## src/rtl/regfile_param.sv

```systemverilog
// Parametrised register file: NUM_RD combinational read ports, one write port,
// hardwired-zero x0, pending-write scoreboard and a sequenced clear FSM.
// Optional write-through forwarding is enabled by defining RF_BYPASS_EN.
module regfile_param #(
  parameter  int XLEN   = 32,
  parameter  int DEPTH  = 32,
  parameter  int NUM_RD = 2,
  localparam int AW     = $clog2(DEPTH)
) (
  input  logic                   clk,
  input  logic                   rst_n,
  input  logic [NUM_RD*AW-1:0]   rd_addr,
  output logic [NUM_RD*XLEN-1:0] rd_data,
  output logic [NUM_RD-1:0]      rd_pending,
  input  logic                   wr_en,
  input  logic [AW-1:0]          wr_addr,
  input  logic [XLEN-1:0]        wr_data,
  input  logic                   issue_en,
  input  logic [AW-1:0]          issue_addr,
  input  logic                   clr_req,
  output logic                   ready
);

  typedef enum logic {
    ST_CLEAR,
    ST_RUN
  } state_t;

  state_t            state;
  state_t            state_nxt;
  logic [AW-1:0]     clr_cnt;
  logic [XLEN-1:0]   regs [DEPTH];
  logic [DEPTH-1:0]  pending;
  logic [DEPTH-1:0]  pending_nxt;
  logic              wr_fire;
  logic              issue_fire;

  assign ready      = (state == ST_RUN);
  assign wr_fire    = ready && wr_en && (wr_addr != '0);
  assign issue_fire = ready && issue_en && (issue_addr != '0);

  // NOTE: sequential state uses non-blocking assignments so every register
  // samples pre-edge values regardless of process evaluation order.
  always_ff @(posedge clk or negedge rst_n) begin
    if (!rst_n) state <= ST_CLEAR;
    else        state <= state_nxt;
  end

  always_comb begin
    state_nxt = state;
    case (state)
      ST_CLEAR: if (clr_cnt == AW'(DEPTH - 1)) state_nxt = ST_RUN;
      ST_RUN:   if (clr_req)                   state_nxt = ST_CLEAR;
      default:                                 state_nxt = ST_CLEAR;
    endcase
  end

  // x0 is never stored, so the sweep starts at 1 and ends at DEPTH-1.
  always_ff @(posedge clk or negedge rst_n) begin
    if (!rst_n)                 clr_cnt <= AW'(1);
    else if (state == ST_CLEAR) clr_cnt <= clr_cnt + 1'b1;
    else if (clr_req)           clr_cnt <= AW'(1);
  end

  // NOTE: the array has no reset branch so it can map onto RAM macros; the
  // CLEAR sweep zeroes it through the single write port instead.
  always_ff @(posedge clk) begin
    if (!ready)       regs[clr_cnt] <= '0;
    else if (wr_fire) regs[wr_addr] <= wr_data;
  end

  // NOTE: every combinational output gets a default first so no latch is
  // inferred; the issue assignment comes last so it wins over a same-edge write.
  always_comb begin
    pending_nxt = pending;
    if (ready) begin
      if (clr_req) begin
        pending_nxt = '0;
      end else begin
        if (wr_en)      pending_nxt[wr_addr]    = 1'b0;
        if (issue_fire) pending_nxt[issue_addr] = 1'b1;
      end
    end
    pending_nxt[0] = 1'b0;
  end

  always_ff @(posedge clk or negedge rst_n) begin
    if (!rst_n) pending <= '0;
    else        pending <= pending_nxt;
  end

  always_comb begin
    logic [AW-1:0] ra;
    rd_data    = '0;
    rd_pending = '0;
    for (int k = 0; k < NUM_RD; k++) begin
      ra = rd_addr[k*AW +: AW];
      if (ready && (ra != '0)) begin
        rd_data[k*XLEN +: XLEN] = regs[ra];
        rd_pending[k]           = pending[ra];
`ifdef RF_BYPASS_EN
        if (wr_fire && (wr_addr == ra)) begin
          rd_data[k*XLEN +: XLEN] = wr_data;
          rd_pending[k]           = issue_fire && (issue_addr == ra);
        end
`endif
      end
    end
  end

endmodule

```

## config.mk

```make
export PLATFORM = sky130hd
export DESIGN_NAME = regfile_param
export DESIGN_NICKNAME = d
export VERILOG_FILES = /design/src/rtl/regfile_param.sv
export SDC_FILE = /design/constraint.sdc
export NUM_CORES = 1
export LEC_CHECK = 0
export BUFFER_PORTS_ARGS = -buffer_cell sky130_fd_sc_hd__buf_4
export CORE_MARGIN = 2
export CORE_UTILIZATION = 26
export DETAILED_ROUTE_END_ITERATION = 16
export GPL_TIMING_DRIVEN = 0
export HOLD_SLACK_MARGIN = 0.03
export SYNTH_ARGS = -nofsm -noshare
export SYNTH_HDL_FRONTEND = slang
export SYNTH_SLANG_ARGS = --single-unit
```

## constraint.sdc

```tcl
create_clock -name clk -period 4.4 [get_ports clk]
set_input_delay 0.88 -clock clk [delete_from_list [all_inputs] [get_ports clk]]
set_output_delay 0.88 -clock clk [all_outputs]
set_load 0.05 [all_outputs]
```

# Word level (Yosys, flattened, before mapping)

Memory sizes are Yosys's and may differ from the RTL's.
Index checks and enable logic that the tools add are counted.

Add/sub/neg operators: 1
Order comparisons: 6
Eq/ne operators: 2
Multiplexer cells: 29
Bitwise logic cells: 4
Reductions and logical operators: 13

Operators with widths:

| kind                | count |
|---|---|
| $mux 32             | 8 |
| $and 32x32->32      | 1 |
| $not 32->32         | 1 |
| $or 32x32->32       | 1 |
| $reduce_or 32->1    | 1 |
| $lt 5x6->1 const B  | 4 |
| $reduce_bool 5->1   | 4 |
| $mux 5              | 3 |
| $mux 1              | 13 |
| $bmux 1 s5          | 2 |
| $demux 1 s5         | 2 |
| $ge 5x1->1 const B  | 2 |
| $logic_and 1x1->1   | 8 |
| $add 5x1->5 const B | 1 |
| $eq 5x5->1 const B  | 1 |
| $ne 2x2->1 const B  | 1 |
| $pmux 1 s2          | 1 |
| $not 1->1           | 1 |

Bits in registers: 37
RAM bits: 1024
Input bits: 57
Output and inout bits: 67
Word-level logic and storage cells: 59
Memories kept: 1

Memories:

| memory | words | width | rd ports | clocked after memory_dff | wr ports | line | RTL |
|---|---|---|---|---|---|---|---|
| regs   | 32    | 32    | 2        | 0                        | 1        | 32   | `logic [XLEN-1:0] regs [DEPTH];` |

# Logic depth before layout (Yosys ltp)

Depth after elaboration: 12
Mapped depth: 8
Mapped depth without buffers: 4

# Worst setup path before layout

No wires, ideal clock.

Kind: input port to flip-flop
Start point: input port wr_addr[3]
End point: memory regs[2][0] (enable)
Setup time: 468 ps
Arrival: 4191 ps
Data required time: 3932 ps
Setup slack: -258 ps
Stages: 5
Buffers on the path: 1
Path through: clkbuf_2 -> nor3_4 -> a21o_2 -> mux2i_1 -> nor3b_1

Longest elaborated chain between the ends: 7
Elaborated cells between the ends (all ways): 8
Those cells by class: mux (5); reduce/logical (3)

Ends and longest elaborated chain:

| element                                           | line | RTL |
|---|---|---|
| start, declared                                   | 16   | `input logic [AW-1:0] wr_addr,` |
| $reduce_bool 5->1                                 | 39   | `assign wr_fire = ready && wr_en && (wr_addr != '0);` |
| $logic_and 1x1->1                                 | 39   |  |
| $mux 1                                            | 69   | `else if (wr_fire) regs[wr_addr] <= wr_data;` |
| $mux 1                                            | 68   | `if (!ready) regs[clr_cnt] <= '0;` |
| $mux 1 (implied by the code)                      | 69   |  |
| $reduce_or 32->1 (no source line)                 | --   |  |
| $mux 5 (no source line) or $mux 1 (tied branches) | --   |  |
| end, declared                                     | 32   |  |

Several ways; a longest one is shown, not always the timed one.

# Final worst setup path

Start point: input port rd_addr[5]
End point: output port rd_data[61]

Longest elaborated chain between the ends: 3
Elaborated cells between the ends (all ways): 4
Those cells by class: mux (1); reduce/logical (2); memory (1)

Ends and longest elaborated chain:

| element                                               | line | RTL |
|---|---|---|
| start, declared                                       | 12   | `input logic [NUM_RD*AW-1:0] rd_addr,` |
| branches (longest 2 deep; another with $mem_v2 32x32) | --   |  |
| $mux 32 *                                             | 98   | `if (ready && (ra != '0)) begin` |
| end, declared                                         | 13   | `output logic [NUM_RD*XLEN-1:0] rd_data,` |

Every way passes the cells marked *.

==> impl_summary.log <==
[metrics] unique cell type count in the Yosys netlist: 60
[metrics] via count of the first global-routing pass: 32000
[metrics] Post-Synthesis Mean Instance Area: 17.9 µm²
[metrics] total clock buffers created by CTS: 113
[metrics] critical path capture point type: output pin
[metrics] Worst-path clk slew: approximately 0.060 ns
[metrics] most used standard cell by instance count after synthesis: edfxtp_1
[metrics] top cells by area, synth: edfxtp_1 62%, mux4_2 15%, mux2i_1 5.8%
[metrics] Port-buffer cells: 112
[metrics] fraction of power spent switching nets: 0.287
[metrics] maximum clock skew at final layout: 0.0237 ns
[metrics] total instance count after detailed placement: roughly 5500
[metrics] actual slew at the worst max-slew pin: 1.58 ns
[metrics] initial antenna violation count: 3
[metrics] total of flip-flops plus latches after synthesis: 1061
[metrics] CTS tree: yes
[metrics] critical path data required time: 3.52 ns
[metrics] start-to-end type of the worst setup path: in -> out
[metrics] Die Ht: 442 µm
[metrics] worst-path cell chain: buf_6, buf_6, nor2b_1, clkbuf_1, clkbuf_1, a22oi_1, nand3_1, nand4_1, buf_4
[metrics] status: finished with violations
[metrics] Final ANT Viol Nets: 0
[metrics] Worst path max stage delay: 0.71 ns
[metrics] reported max-cap violation count: 1
[metrics] maximum fanout along the worst path: 10
[metrics] flip-flop and latch area: 31700 µm²
[metrics] Mapped Area: 49900 µm²
[metrics] layer carrying the most global-route usage: met2
[metrics] failing checks: capacitance limit, slew limit, setup timing
[metrics] core region area: 191000 µm²
[metrics] DRT iter0 DRCs: ~5000
[metrics] Post-layout nets: about 3100
[metrics] Arr. time, crit path: approximately 3.6 ns
[metrics] maximum clock insertion buffer count: 3
[metrics] async set-reset flop share out of synthesis: 0.0349
[metrics] routed wire length: between 150000 and 200000 µm
[metrics] clk root buf: clkbuf_16
[metrics] power share of the combinational group: 0.186
[metrics] Leakage Power: 19.9 nW
[metrics] post-route worst setup slack: -0.0666 ns
[metrics] final standard cell count with taps included and fillers excluded: 5695
[metrics] number of clock sinks seen by CTS: 1061
[metrics] First-pass DRT Iterations: 5
[metrics] total congestion overflow: 0
[metrics] count of final hold-check violations: 0
[metrics] CTS H-Tree Depth: 3
[metrics] final-report max-slew violation count: 6
[metrics] grt met2 use: 0.299
[metrics] area added between synthesis and finish: 18.3%
[metrics] final hold slack: 0.141 ns
[metrics] Total Neg Setup Slack: -0.142 ns
[metrics] area share of the leading cell type in the synthesized netlist: 0.616
[metrics] met3 usage in global routing: 0.0432
[metrics] Mapped Cells: roughly 2800
[metrics] latest clock arrival within the worst-skew pair: between 0.7 and 0.8 ns
[metrics] Vias/cell: 5.64
[metrics] CP Launch Point: rd_addr[5]
[metrics] Worst setup SP type: input port
[metrics] ANT cells: 0
[metrics] Critical R2R Launch: ready
[metrics] count of standard-cell rows: 160
[metrics] unrepaired setup endpoints after global routing: false
[metrics] global-route wire length before repair: approximately 250000 µm
[metrics] Psw: between 7 and 8 mW
[metrics] DRC Markers: 0
[metrics] layout filler cell count: about 18000
[metrics] syn_nets: roughly 2800
[metrics] internal power contribution: 19.5 mW
[metrics] core occupancy in the finished layout: 0.310
[metrics] number of hold-repair buffers added at the cts stage: 0
[metrics] largest net degree at the start of global routing: 38
[metrics] Initial Utilization: 0.262
[metrics] final routed wire length divided by cell count: ~33 µm
[metrics] final cycle utilization of the critical path: 1.02
[metrics] Max IR drop VDD: between 0.3 and 0.4 mV
[metrics] Yosys top cell by area: edfxtp_1
[metrics] Die Footprint: 196000 µm²
[metrics] final weighted congestion of routability-driven global placement: roughly 0.89
[metrics] power share of the clock group: 0.346
[metrics] Top FF cell, synth: edfxtp_1
[metrics] fraction of the yosys area taken by sequential cells: 0.634
[metrics] setup violators final: 4
[metrics] fraction of final layout cells with drive strength greater than 1: 0.287
[metrics] Worst Hold Class: in -> async
[metrics] combined area of the multi-input logic cells: 17200 µm²
[metrics] critical path's slowest cell: clkbuf_1
[metrics] GR Util All Layers: 0.185
[metrics] highest clock rate: between 0.2 and 0.25 GHz
[metrics] relative contribution of sequential cells to total power: 0.469
[metrics] Max transition margin: -0.0517
[metrics] Cell Pwr Density: roughly 460 nW/µm²
[metrics] total power of the final layout: 27.4 mW
[metrics] global-route track usage on met1: 0.228
[metrics] overall die width: 442 µm
[metrics] Detail Placement HPWL: 129000 µm
[metrics] most frequent cells after synthesis: 1024 x edfxtp_1, 341 x mux4_2, 290 x mux2i_1
[metrics] Tmin final: 4.47 ns
[metrics] total I/O pin count: 124
[metrics] count of flip-flops with a built-in enable after synthesis: 1024
[metrics] count of synthesis-stage warnings from yosys: 0
[metrics] count of vias placed by the detailed router: 32100
-- cell type report --
type,instances,area share
Timing Repair Buffer,183,0.0337
Clock inverter,65,0.00987
Clock buffer,148,0.0512
Multi-Input combinational cell,1489,0.291
Inverter,9,0.000572
Sequential cell,1061,0.536
Tap cell,2511,0.0532
Buffer,229,0.0241
-- registers in the layout (all words and copies together), names as in the netlist --
signal and count:
ready 1, clr_cnt 5, regs 1024, pending 31
-- cells in the final DEF, fill, tap and decap left out, types with 70 or more instances in the layout --
master / count
a22oi_1: 260
buf_2: 80
clkbuf_16: 116
mux4_2: 341
nand3_1: 76
mux2i_1: 290
buf_4: 149
and3_1: 70
clkbuf_1: 76
edfxtp_1: 1024
nand4_1: 72
-- path summary, 6_finish.rpt --
| path | endpoint | slack, ns | cells past startpoint |
|---|---|---|---|
| hold reg to reg | clr_cnt[0] | 0.51 | 2 |
| setup / recovery | rd_data[61] | -0.07 | 9 |
| setup reg to reg | regs[14][30] | 0.26 | 5 |
| max in group asynchronous | clr_cnt[0] | 3.89 | 1 |
| hold / removal | pending[29] | 0.14 | 1 |
| min in group clk | clr_cnt[3] | 0.43 | 2 |
-- routing by layer --
metal | vias to the layer above | share of wire
met3 | 449 | 0.10
met1 | 17000 | 0.37
met4 | 2 | 0.061
li1 | 12500 | -
met2 | 2139 | 0.47
met5 | - | 0.000038
-- through the flow --
| step | setup slack [ns] | cell area [µm²] |
|---|---|---|
| 2_1_floorplan | -0.0860 | 50000 |
| 3_3_place_gp | -4.37 | 53900 |
| 3_5_place_dp | -0.761 | 55300 |
| 4_1_cts | 0.00300 | 59100 |
| 5_1_grt | 0.00121 | 59100 |
| 6_report | -0.0666 | 59100 |
-- what timing repair did --
action	in CTS	in global routing
resized for setup	66	15
hold endpoints to repair	0	0
setup buffers	4	0
setup endpoints to repair	65	11
pin swaps	1	0
-- kinds of logic after synthesis --
family,synth area share
mux,0.235
fa+ha+maj,0.000501
flops,0.634
compound gates,0.0571
xor+xnor,0.000351
buf+inv,0.0268
simple gates,0.0459
-- power groups by stage --
| stage | Combinational (mW) | Clock [mW] | Sequential [mW] |
|---|---|---|---|
| 2_1_floorplan | 2.66 | 0 | 12.9 |
| 3_3_place_gp | 4.42 | 0 | 13.1 |
| 3_5_place_dp | 5.02 | 0 | 13.0 |
| 4_1_cts | 5.05 | 9.48 | 12.8 |
| 5_1_grt | 5.24 | 9.86 | 12.9 |
| 6_report | 5.08 | 9.47 | 12.8 |
-- worst max-delay path: cells and delay by family --
family	cells	cell delay [ns]
and+or+nand+nor	3	0.67
buffers and inverters	5	1.82
AOI/OAI and AO/OA	1	0.18
Note: power is estimated with default switching activity, not from simulation.
